$ cat src/rtl/egress_word_counter.sv
// Per-lane delivered-word counters for the four egress FIFOs (lanes 4..7) with a
// registered req/idx count query port. Optional build macro: CLEAR_ON_READ_EN.
module egress_word_counter #(
  parameter int unsigned CNT_WIDTH = 5,
  parameter int unsigned IDX_WIDTH = 3
) (
  input  logic                 clk,
  input  logic                 reset,
  input  logic                 init,
  input  logic [3:0]           pop,
  input  logic [3:0]           empty,
  input  logic                 req,
  input  logic [IDX_WIDTH-1:0] idx,
  output logic [CNT_WIDTH-1:0] data_out,
  output logic                 valid_out,
  output logic                 err_out,
  output logic                 active_out
);

  localparam int unsigned NUM_LANES = 4;
  localparam int unsigned HI_WIDTH  = IDX_WIDTH - 2;

  typedef enum logic [0:0] {
    ST_IDLE   = 1'b0,
    ST_ACTIVE = 1'b1
  } state_e;

  state_e               state_q, state_d;
  logic [CNT_WIDTH-1:0] cnt_q [NUM_LANES];
  logic [CNT_WIDTH-1:0] cnt_d [NUM_LANES];
  logic [CNT_WIDTH-1:0] data_q, data_d;
  logic                 valid_q, valid_d;
  logic                 err_q, err_d;
  logic                 active_q, active_d;

  logic                 idx_ok_c;
  logic [1:0]           lane_c;
  logic [NUM_LANES-1:0] xfer_c;
  logic [NUM_LANES-1:0] rd_clr_c;

  // Query decode: lanes live at idx 4..7, i.e. upper index bits equal to 1.
  always_comb begin
    idx_ok_c = (idx[IDX_WIDTH-1:2] == HI_WIDTH'(1));
    lane_c   = idx[1:0];
  end

  // A word is delivered only when popped from a non-empty FIFO while counting.
  always_comb begin
    xfer_c = '0;
    if (state_q == ST_ACTIVE) begin
      xfer_c = pop & ~empty;
    end
  end

`ifdef CLEAR_ON_READ_EN
  always_comb begin
    rd_clr_c = '0;
    for (int i = 0; i < NUM_LANES; i++) begin
      rd_clr_c[i] = req && idx_ok_c && (lane_c == 2'(i));
    end
  end
`else
  always_comb begin
    rd_clr_c = '0;
  end
`endif

  // State register.
  always_ff @(posedge clk) begin
    if (!reset) begin
      state_q <= ST_IDLE;
    end else begin
      state_q <= state_d;
    end
  end

  // Next-state logic: only reset leaves ACTIVE.
  always_comb begin
    state_d = state_q;
    case (state_q)
      ST_IDLE: begin
        if (init) begin
          state_d = ST_ACTIVE;
        end
      end
      ST_ACTIVE: begin
        state_d = ST_ACTIVE;
      end
      default: begin
        state_d = ST_IDLE;
      end
    endcase
  end

  // FSM output logic.
  always_comb begin
    active_d = 1'b0;
    if (state_d == ST_ACTIVE) begin
      active_d = 1'b1;
    end
  end

  // Counter update: read-clear, then saturating increment, then init clear wins.
  always_comb begin
    for (int i = 0; i < NUM_LANES; i++) begin
      cnt_d[i] = cnt_q[i];
      if (rd_clr_c[i]) begin
        cnt_d[i] = '0;
      end
      if (xfer_c[i] && (cnt_d[i] != '1)) begin
        cnt_d[i] = cnt_d[i] + CNT_WIDTH'(1);
      end
      if (init) begin
        cnt_d[i] = '0;
      end
    end
  end

  // Query response captures the pre-update count.
  always_comb begin
    valid_d = req;
    err_d   = req && !idx_ok_c;
    data_d  = data_q;
    if (req) begin
      data_d = idx_ok_c ? cnt_q[lane_c] : '0;
    end
  end

  always_ff @(posedge clk) begin
    if (!reset) begin
      for (int i = 0; i < NUM_LANES; i++) begin
        cnt_q[i] <= '0;
      end
      data_q   <= '0;
      valid_q  <= 1'b0;
      err_q    <= 1'b0;
      active_q <= 1'b0;
    end else begin
      for (int i = 0; i < NUM_LANES; i++) begin
        cnt_q[i] <= cnt_d[i];
      end
      data_q   <= data_d;
      valid_q  <= valid_d;
      err_q    <= err_d;
      active_q <= active_d;
    end
  end

  assign data_out   = data_q;
  assign valid_out  = valid_q;
  assign err_out    = err_q;
  assign active_out = active_q;

endmodule

$ cat config.mk
export PLATFORM = sky130hd
export DESIGN_NAME = egress_word_counter
export DESIGN_NICKNAME = d
export VERILOG_FILES = /design/src/rtl/egress_word_counter.sv
export SDC_FILE = /design/constraint.sdc
export NUM_CORES = 1
export LEC_CHECK = 0
export ABC_AREA = 1
export BUFFER_PORTS_ARGS = -buffer_cell sky130_fd_sc_hd__buf_2
export CORE_ASPECT_RATIO = 0.7
export CORE_UTILIZATION = 54
export CTS_CLUSTER_SIZE = 40
export DETAILED_ROUTE_END_ITERATION = 16
export PLACE_DENSITY_LB_ADDON = 0.08
export SYNTH_ARGS = -nofsm -noshare
export SYNTH_HDL_FRONTEND = slang
export SYNTH_SLANG_ARGS = --single-unit
$ cat constraint.sdc
create_clock -name clk -period 1.55 [get_ports clk]
set_input_delay 0.31 -clock clk [delete_from_list [all_inputs] [get_ports clk]]
set_output_delay 0.31 -clock clk [all_outputs]
set_load 0.05 [all_outputs]
==> results of run 1 <==
[routing by layer]
layer / part of all wire / global-route usage
met2: 0.50 / 0.436
met3: 0.040 / 0.0556
met1: 0.44 / 0.300
met5: 0 / 0
met4: 0.0099 / 0.0311
[through the flow]
| step | total power [W] | cell area (µm²) | std cells | setup WS, ns |
|---|---|---|---|---|
| 3_3_place_gp | 0.000902 | 1520 | 257 | 0.0198 |
| 6_report | 0.00128 | 1740 | 270 | 0.0125 |
| 2_1_floorplan | 0.000858 | 1360 | 203 | 0.108 |
| 4_1_cts | 0.00126 | 1580 | 261 | -0.0236 |
| 5_1_grt | 0.00133 | 1740 | 270 | -0.0970 |
| 3_5_place_dp | 0.000908 | 1520 | 257 | -0.101 |
[worst register-to-register path: stages (launching register included)]
cell and delay, ns:
dfxtp_2 0.35, ha_2 0.18, inv_2 0.08, nor3_2 0.05
ha_2 0.18, nor2_2 0.11, nand3_2 0.11, buf_6 0.15
nor2_2 0.10, nand2_1 0.06, nand2_1 0.05, nor2_1 0.03
[repair_timing]
action | in CTS | in global routing
gates resized for setup | 5 | 49
pin swaps | 0 | 15
setup endpoints to repair | 13 | 21
cloned | 0 | 3
endpoints found under the hold margin | 0 | 0
setup buffers | 0 | 6
[cell usage after synthesis]
cell type | n | share of area
nand2_1 | 50 | 0.14
nand3_1 | 18 | 0.066
ha_1 | 8 | 0.073
dfxtp_1 | 28 | 0.41
nor2_1 | 25 | 0.069
nor3_1 | 7 | 0.026
o21ai_0 | 16 | 0.059
inv_1 | 29 | 0.080
buf_2 | 3 | 0.011
inv_2 | 1 | 0.0027
a21oi_1 | 17 | 0.062
clkinv_1 | 1 | 0.0027
[cell families (layout without fill, tap and decap cells)]
logic type | after synthesis | after routing
AOI/OAI and AO/OA | 33 | 33
adders and majority gates | 8 | 8
buffers and inverters | 34 | 66
DFF | 28 | 28
and+or+nand+nor | 100 | 103
[report_power, final]
group	switching [W]	internal, W
registers	0.0000139	0.000734
clock network	0.000210	0.000144
logic	0.000114	0.0000598
total	0.000338	0.000938
[layout by cell type, fill, tap and decap left out, drive strengths merged]
master / count
nand2: 50
buf: 31
inv: 30
dfxtp: 28
nor2: 25
nand3: 21
a21oi: 17
o21ai: 16
ha: 8
nor3: 7
clkbuf: 4
clkinv: 1
[cell type report]
| class | count | area, µm² | share of cell area |
|---|---|---|---|
| flip-flops and latches | 28 | 571 | 0.327 |
| inverters | 31 | 116 | 0.0668 |
| well taps | 32 | 40.0 | 0.0230 |
| clock buffers | 4 | 36.3 | 0.0208 |
| repair buffers | 31 | 185 | 0.106 |
| multi-input cells | 144 | 795 | 0.456 |
[path summary, 6_finish.rpt]
check / cells after the start / to / slack [ns]
worst min register to register: 2 / data_out[0]$_SDFFE_PN0P_ / 0.47
worst max register to register: 11 / cnt_q[3][3]$_SDFFE_PP0P_ / 0.01
worst min-delay path: 2 / err_out$_SDFF_PN0_ / 0.13
worst max-delay path: 11 / cnt_q[3][3]$_SDFFE_PP0P_ / 0.01
[registers in the layout (all words and copies together) (netlist names)]
name	flops
cnt_q	20
data_out	5
err_out	1
state_q	1
valid_out	1
==> flow_summary.yaml, run 1 <==
run_status:
  status: "finished, final reports clean"
final_layout:
  drive_above_1_share: 0.311
  final_core_util: 0.771
  syn_to_final_growth_pct: 27.8
  antenna_cells: 0
  finalNetCount: 262
  n_fill_cell: 156
floorplan:
  dieArea_um2: 2730
  core_um2: 2260
  io_pins: 23
  rows: 14
  initial_utilization: 0.604
  die_y_um: 44.0
  die_w_um: 62.1
power_and_ir_drop:
  leakage_nw: 0.738
  p_per_area_nw_per_um2: 732
  vdd_drop_max_uv: 535
setup_path:
  critical_path_class: "reg2reg"
  crit_chain: "ha_2, inv_2, nor3_2, ha_2, nor2_2, nand3_2, buf_6, nor2_2, nand2_1, nand2_1, nor2_1"
  slowest_stage: "dfxtp_2"
  cp.required_ns: 1.80
  r2r-start: "cnt_q[3][0]$_SDFFE_PP0P_"
  startpoint: "cnt_q[3][0]$_SDFFE_PP0P_"
  crit_arrival_ns: 1.79
  crit_family: "simple AND/OR/NAND/NOR gates"
  cpPeakStageDelay_ns: 0.35
  cp_num_buf_inv: 2
  cp_max_fo: 5
  start_kind: "flip-flop"
  worst_setup_path_end_kind: "flip-flop"
global_route:
  grt-ovfl-total: 0
  grt_max_degree: 16
  grt_use_total: 0.242
  grt_pass1_wl_mm: 4.96
  antenna_found_initial: 0
  grt_pass1_vias: 1227
route:
  post_drt_wl_per_cell_um: 11.9
  first_pass_iters: 4
  drt_drc_violations_left: 0
  avgViaCountPerCell: 5.27
  drt_iter0_drc: 88
  ant_nets: 0
  drt-total-wl_mm: 3.23
  num_vias: 1424
timing:
  fin_tns_setup_ns: 0
  skew_ns: 0.0128
  fin_crit_sh: 0.992
  clock.fmax_mhz: 650
  relSlewSlack: 0.815
  drv_slew: 0
  worst_pin_slew_ns: 0.277
  finalHoldViolations: 0
  setup_violations: 0
  hold-worst-slack_ns: 0.128
  rsz0062_at_grt: "true"
  period_minus_slack_ns: 1.54
logic_synthesis:
  yosysSeqAreaShare: 0.411
  syn_nets: 226
  synthSimpleGateAreaFrac: 0.298
  synth_top_family_by_area: "simple AND/OR/NAND/NOR gates"
  syn-cell-area_um2: 1360
  synthAdderAreaFrac: 0.0734
  ys_types: 12
  avgSynthCellArea_um2: 6.72
  yosysWarnings: 0
  ys_ff_latch: 28
  postSynthCellCount: 203
  synth_compound_area_frac: 0.121
  synth_mux_area_frac: 0
  synth_xor_area_frac: 0
worst_hold_path:
  hold_path.startpoint: "idx[2]"
  hp-class: "in2reg"
place:
  gp_congestion: 0.841
  portBuffers: 22
  post-dp-hpwl_mm: 2.29
clock_tree:
  clkSinkCount: 28
  clk_latency_ns: 0.33
  cts_buffers: 3
  cts_tree: "built"
  clock_path_buffers: 2
  clockRootBuffer: "clkbuf_4"
  h-tree-depth: 1
  cts.clk_slew.worst_paths_ns: 0.15
  holdBufCountCts: 0
job:
  drv_cap: 0
Power figures use the tool's default switching activity.
==> inputs of run 2 (changes only) <==
--- a/config.mk
+++ b/config.mk
@@ -7,8 +7,10 @@
 export LEC_CHECK = 0
 export ABC_AREA = 1
 export BUFFER_PORTS_ARGS = -buffer_cell sky130_fd_sc_hd__buf_2
+export CELL_PAD_IN_SITES_DETAIL_PLACEMENT = 0
+export CELL_PAD_IN_SITES_GLOBAL_PLACEMENT = 1
 export CORE_ASPECT_RATIO = 0.7
-export CORE_UTILIZATION = 54
+export CORE_UTILIZATION = 38
 export CTS_CLUSTER_SIZE = 40
 export DETAILED_ROUTE_END_ITERATION = 16
 export PLACE_DENSITY_LB_ADDON = 0.08
==> flow_summary.yaml, run 2 (synthesis gave the netlist of run 1 again) <==
run_status:
  status: "finished, final reports clean"
final_layout:
  drive_above_1_share: 0.297
  final_cell_mix: "50 x nand2_1, 25 x inv_1, 22 x dfxtp_1, 22 x buf_2, 17 x nor2_1"
  syn_to_final_growth_pct: 32.2
  largest_reg_flops: 20
  design_area_um2: 1800
  antenna_cells: 0
  top_register: "cnt_q"
  finalNetCount: 263
  n_fill_cell: 328
  final_common_cell: "nand2_1"
floorplan:
  initial_utilization: 0.416
  die_w_um: 73.6
  die_y_um: 52.1
  core_um2: 3280
  rows: 17
  dieArea_um2: 3840
  io_pins: 23
timing:
  fin_tns_setup_ns: 0
  clock.fmax_mhz: 653
  drv_slew: 0
  rsz0062_at_grt: "true"
  setup_violations: 0
  fin_crit_sh: 0.987
  worst_pin_slew_ns: 0.291
  relSlewSlack: 0.806
  skew_ns: 0.00783
  finalHoldViolations: 0
  period_minus_slack_ns: 1.53
worst_hold_path:
  holdPathStages: 2
  hold_path.startpoint: "idx[2]"
  hp-class: "in2reg"
  min_to: "err_out$_SDFF_PN0_"
place:
  post-dp-hpwl_mm: 2.29
  portBuffers: 22
  place_area_um2: 1580
  gp_congestion: 0.807
setup_path:
  slowest_stage: "dfxtp_2"
  cp_num_buf_inv: 2
  crit_family: "simple AND/OR/NAND/NOR gates"
  timing.rr.end: "cnt_q[3][2]$_SDFFE_PP0P_"
  cp_max_fo: 6
  crit_chain: "ha_4, inv_2, nor3_2, ha_2, nor2_2, nand3_2, buf_6, nor3_1, nor2_1"
  reg2reg_slack_ns: 0.02
  cp.required_ns: 1.73
  r2r-start: "cnt_q[3][1]$_SDFFE_PP0P_"
  reg2reg_depth: 9
  start_kind: "flip-flop"
  critical_path_class: "reg2reg"
  cpPeakStageDelay_ns: 0.35
  crit_arrival_ns: 1.71
  worst_setup_path_end_kind: "flip-flop"
power_and_ir_drop:
  switching_share: 0.261
  pwr-share-clk: 0.333
  p_sw_w: 0.000361
  p_total_w: 0.00138
  pwr-share-comb: 0.127
  p_int_w: 0.00102
  leakage_nw: 0.752
  pwr-share-seq: 0.540
  vdd_drop_max_uv: 383
  p_per_area_nw_per_um2: 768
job:
  drv_cap: 0
clock_tree:
  clockRootBuffer: "clkbuf_8"
  cts.clk_slew.worst_paths_ns: 0.10
  holdBufCountCts: 0
  h-tree-depth: 1
  cts_buffers: 3
  clock_path_buffers: 2
  clk_latency_ns: 0.28
  cts_tree: "built"
  clkSinkCount: 28
global_route:
  grt-ovfl-total: 0
  grt_pass1_vias: 1171
  grt_max_degree: 16
  grt_use_total: 0.170
  grt_pass1_wl_mm: 4.88
  antenna_found_initial: 0
route:
  drt-total-wl_mm: 3.30
  avgViaCountPerCell: 4.88
  ant_nets: 0
  num_vias: 1396
  post_drt_wl_per_cell_um: 11.5
  drt_drc_violations_left: 0
  drt_iter0_drc: 42
  first_pass_iters: 4
==> run 2: cell count changes in the layout (fill, tap and decap cells not counted), moves of 3 or more <==
cell and change:
o21ai_0 +6, buf_4 +3, clkbuf_4 -3, clkbuf_8 +3, nor2_2 -3, o21ai_1 -3
o21ai_2 -3
==> run 2: routing by layer <==
metal | wire length, µm | vias up | GRT usage
met1 | 1540 | 620 | 0.220
li1 | - | 728 | -
met3 | 138 | 6 | 0.0407
met4 | 46 | 0 | 0.0609
met2 | 1580 | 42 | 0.275
met5 | 0 | - | 0
==> run 2: final cells by class <==
class,count,area (µm²),area share
repair buffers,33,196,0.109
flip-flops and latches,28,568,0.315
inverters,31,116,0.0645
well taps,47,58.8,0.0326
multi-input cells,143,808,0.448
clock buffers,4,55.1,0.0305
==> run 2: worst max path at each step <==
stage	cells past startpoint	slack [ns]	startpoint	to
after CTS	10	0.008	cnt_q[2][0]$_SDFFE_PP0P_	cnt_q[2][3]$_SDFFE_PP0P_
final	9	0.02	cnt_q[3][1]$_SDFFE_PP0P_	cnt_q[3][2]$_SDFFE_PP0P_
after detailed placement	10	-0.04	cnt_q[2][0]$_SDFFE_PP0P_	cnt_q[2][3]$_SDFFE_PP0P_
after floorplan	10	0.11	cnt_q[0][0]$_SDFFE_PP0P_	cnt_q[0][3]$_SDFFE_PP0P_
after global routing	9	-0.04	cnt_q[3][1]$_SDFFE_PP0P_	cnt_q[3][2]$_SDFFE_PP0P_
after global placement	10	0.003	cnt_q[2][0]$_SDFFE_PP0P_	cnt_q[2][3]$_SDFFE_PP0P_
==> run 2: power groups by stage <==
stage          registers [W]   logic, W  clock network, W
2_1_floorplan       0.000784  0.0000735                 0
3_3_place_gp        0.000759   0.000152                 0
3_5_place_dp        0.000759   0.000154                 0
4_1_cts             0.000744   0.000158          0.000473
5_1_grt             0.000749   0.000194          0.000502
6_report            0.000747   0.000176          0.000462
==> run 2: what timing repair did <==
action / CTS / global route
pin swaps: 0 / 14
setup buffers: 0 / 3
resized for setup: 5 / 41
setup endpoints to repair: 7 / 20
gates cloned: 0 / 2
==> run 2: per-stage QoR <==
stage                     std cells  hold slack, ns  setup slack, ns   util
after floorplan                 203           0.382            0.108      -
after global placement          277           0.453          0.00252  0.482
after detailed placement        277           0.454          -0.0390  0.482
after CTS                       281           0.185          0.00761  0.505
after global routing            286           0.175          -0.0352  0.550
final                           286           0.188           0.0197  0.550
==> inputs of run 3 (changes only) <==
--- a/config.mk
+++ b/config.mk
@@ -5,15 +5,15 @@
 export SDC_FILE = /design/constraint.sdc
 export NUM_CORES = 1
 export LEC_CHECK = 0
-export ABC_AREA = 1
 export BUFFER_PORTS_ARGS = -buffer_cell sky130_fd_sc_hd__buf_2
 export CELL_PAD_IN_SITES_DETAIL_PLACEMENT = 0
 export CELL_PAD_IN_SITES_GLOBAL_PLACEMENT = 1
 export CORE_ASPECT_RATIO = 0.7
-export CORE_UTILIZATION = 38
+export CORE_UTILIZATION = 42
 export CTS_CLUSTER_SIZE = 40
 export DETAILED_ROUTE_END_ITERATION = 16
 export PLACE_DENSITY_LB_ADDON = 0.08
+export RECOVER_POWER = 25
 export SYNTH_ARGS = -nofsm -noshare
 export SYNTH_HDL_FRONTEND = slang
 export SYNTH_SLANG_ARGS = --single-unit
==> flow_summary.yaml, run 3 <==
run_status:
  status: "complete, but fails checks"
  violations: "setup timing"
timing:
  worst_pin_slew_ns: 0.586
  fin_tns_setup_ns: -0.104
  skew_ns: 0.00331
  setup_violations: 5
  rsz0062_at_grt: "true"
  relSlewSlack: 0.611
  hold-worst-slack_ns: 0.196
  finalHoldViolations: 0
  clock.fmax_mhz: 628
  period_minus_slack_ns: 1.59
  fin_crit_sh: 1.03
  drv_slew: 0
  layout_setup_ws_ns: -0.0419
logic_synthesis:
  async_flop_share: 0
  synth_top_area_frac: 0.421
  synthFlopType: "dfxtp_1"
  syn-cell-area_um2: 1330
  synth_most_common_cell: "dfxtp_1"
  yosysSeqAreaShare: 0.421
  yosysTopAreaCell: "dfxtp_1"
  ys_types: 21
  synth_common_cells: "28 x dfxtp_1, 16 x a21oi_1, 16 x nand2_1"
  synth_area_leaders: "dfxtp_1 42%, mux4_2 8.5%, ha_1 7.5%"
  syn_nets: 155
  ys_ff_latch: 28
  synth_edf_count: 0
  avgSynthCellArea_um2: 10.1
  yosysWarnings: 0
  postSynthCellCount: 132
route:
  post_drt_wl_per_cell_um: 14.6
  num_vias: 1146
  drt_iter0_drc: 47
  drt-total-wl_mm: 3.04
  first_pass_iters: 4
  drt_drc_violations_left: 0
  ant_nets: 0
  avgViaCountPerCell: 5.51
floorplan:
  rows: 16
  io_pins: 23
  dieArea_um2: 3400
  core_um2: 2900
  die_y_um: 49.1
  die_w_um: 69.3
  initial_utilization: 0.459
power_and_ir_drop:
  vdd_drop_max_uv: 464
  pwr-share-seq: 0.566
  p_int_w: 0.00101
  pwr-share-comb: 0.092
  switching_share: 0.227
  p_sw_w: 0.000296
  leakage_nw: 0.649
  p_per_area_nw_per_um2: 703
  pwr-share-clk: 0.342
clock_tree:
  cts_buffers: 3
  clk_latency_ns: 0.27
  cts_tree: "built"
  holdBufCountCts: 0
  h-tree-depth: 1
  clock_path_buffers: 2
  cts.clk_slew.worst_paths_ns: 0.09
  clkSinkCount: 28
  clockRootBuffer: "clkbuf_8"
place:
  dp.cells: 201
  post-dp-hpwl_mm: 2.24
  place_ws_ns: -0.0723
  gp_congestion: 0.794
  portBuffers: 22
final_layout:
  finalNetCount: 196
  drive_above_1_share: 0.471
  largest_reg_flops: 20
  final_common_cell: "buf_2"
  n_fill_cell: 241
  top_register: "cnt_q"
  fin_cells: 208
  final_core_util: 0.640
  antenna_cells: 0
  syn_to_final_growth_pct: 39.5
  final_cell_mix: "21 x buf_2, 19 x dfxtp_1, 17 x buf_4, 16 x nand2_1, 14 x a21oi_1"
global_route:
  grt_pass1_wl_mm: 5.11
  grt_pass1_vias: 1041
  grt_use_total: 0.192
  antenna_found_initial: 0
  grt_max_degree: 21
  grt-ovfl-total: 0
setup_path:
  crit_chain: "ha_4, and3_4, ha_4, nand4bb_4, or3_1, a21oi_1"
  cp_max_fo: 5
  worst_setup_path_end_kind: "flip-flop"
  slowest_stage: "or3_1"
  cp.required_ns: 1.76
  cpPeakStageDelay_ns: 0.37
  start_kind: "flip-flop"
  critical_path_class: "reg2reg"
  crit_path_frequent_cell: "ha_4"
  crit_arrival_ns: 1.80
worst_hold_path:
  hp-class: "in2reg"
job:
  drv_cap: 0
==> run 3: kinds of logic after synthesis <==
logic type,after synthesis,share of synthesized area
XOR/XNOR,4,0.0263
flip-flops,28,0.421
buffers and inverters,9,0.0263
adder cells (fa/ha/maj),8,0.0752
AO/OA/AOI/OAI,30,0.133
AND/OR/NAND/NOR,48,0.233
multiplexers,5,0.0846
==> run 3: repair_timing <==
| item | 4_1_cts | 5_1_grt |
|---|---|---|
| setup buffers | 3 | 0 |
| setup endpoints to repair | 8 | 13 |
| gates resized for setup | 18 | 10 |
| gates cloned | 0 | 0 |
| pin swaps | 13 | 14 |
==> run 3: layer usage <==
metal  track usage  wire length, µm
met3        0.0579              160
met4        0.0306               16
met1         0.273             1550
met5             0                0
met2         0.294             1320
==> run 3: final timing paths <==
kind | cells after the start | end | slack, ns | from
min reg2reg | 1 | data_out[3]$_SDFFE_PN0P_ | 0.50 | data_out[3]$_SDFFE_PN0P_
max reg2reg | 6 | cnt_q[2][2]$_SDFFE_PP0P_ | -0.04 | cnt_q[2][1]$_SDFFE_PP0P_
max | 6 | cnt_q[2][2]$_SDFFE_PP0P_ | -0.04 | cnt_q[2][1]$_SDFFE_PP0P_
min | 2 | err_out$_SDFF_PN0_ | 0.20 | idx[2]
==> run 3: critical path: cells and delay by family (launching register included) <==
family | cells | cell delay [ns]
compound gates | 1 | 0.12
fa+ha+maj | 2 | 0.30
flops | 1 | 0.34
simple gates | 3 | 0.76
==> run 3: power groups by stage <==
stage	Combinational [W]	Clock (W)	Sequential [W]
after CTS	0.000120	0.000457	0.000738
after detailed placement	0.000115	0	0.000755
after global routing	0.000130	0.000490	0.000740
after global placement	0.000112	0	0.000754
final	0.000121	0.000446	0.000738
after floorplan	0.0000522	0	0.000768
==> run 3: layout make-up <==
class | count | area, µm² | share of cell area
Multi-Input combinational cell | 95 | 918 | 0.495
Inverter | 5 | 18.8 | 0.0101
Tap cell | 36 | 45.0 | 0.0243
Sequential cell | 28 | 572 | 0.308
Clock buffer | 4 | 55.1 | 0.0296
Timing Repair Buffer | 40 | 248 | 0.133
==> run 3: metrics by stage <==
step	area, µm²	power, W
2_1_floorplan	1390	0.000820
3_3_place_gp	1640	0.000866
3_5_place_dp	1640	0.000870
4_1_cts	1830	0.00132
5_1_grt	1860	0.00136
6_report	1860	0.00130
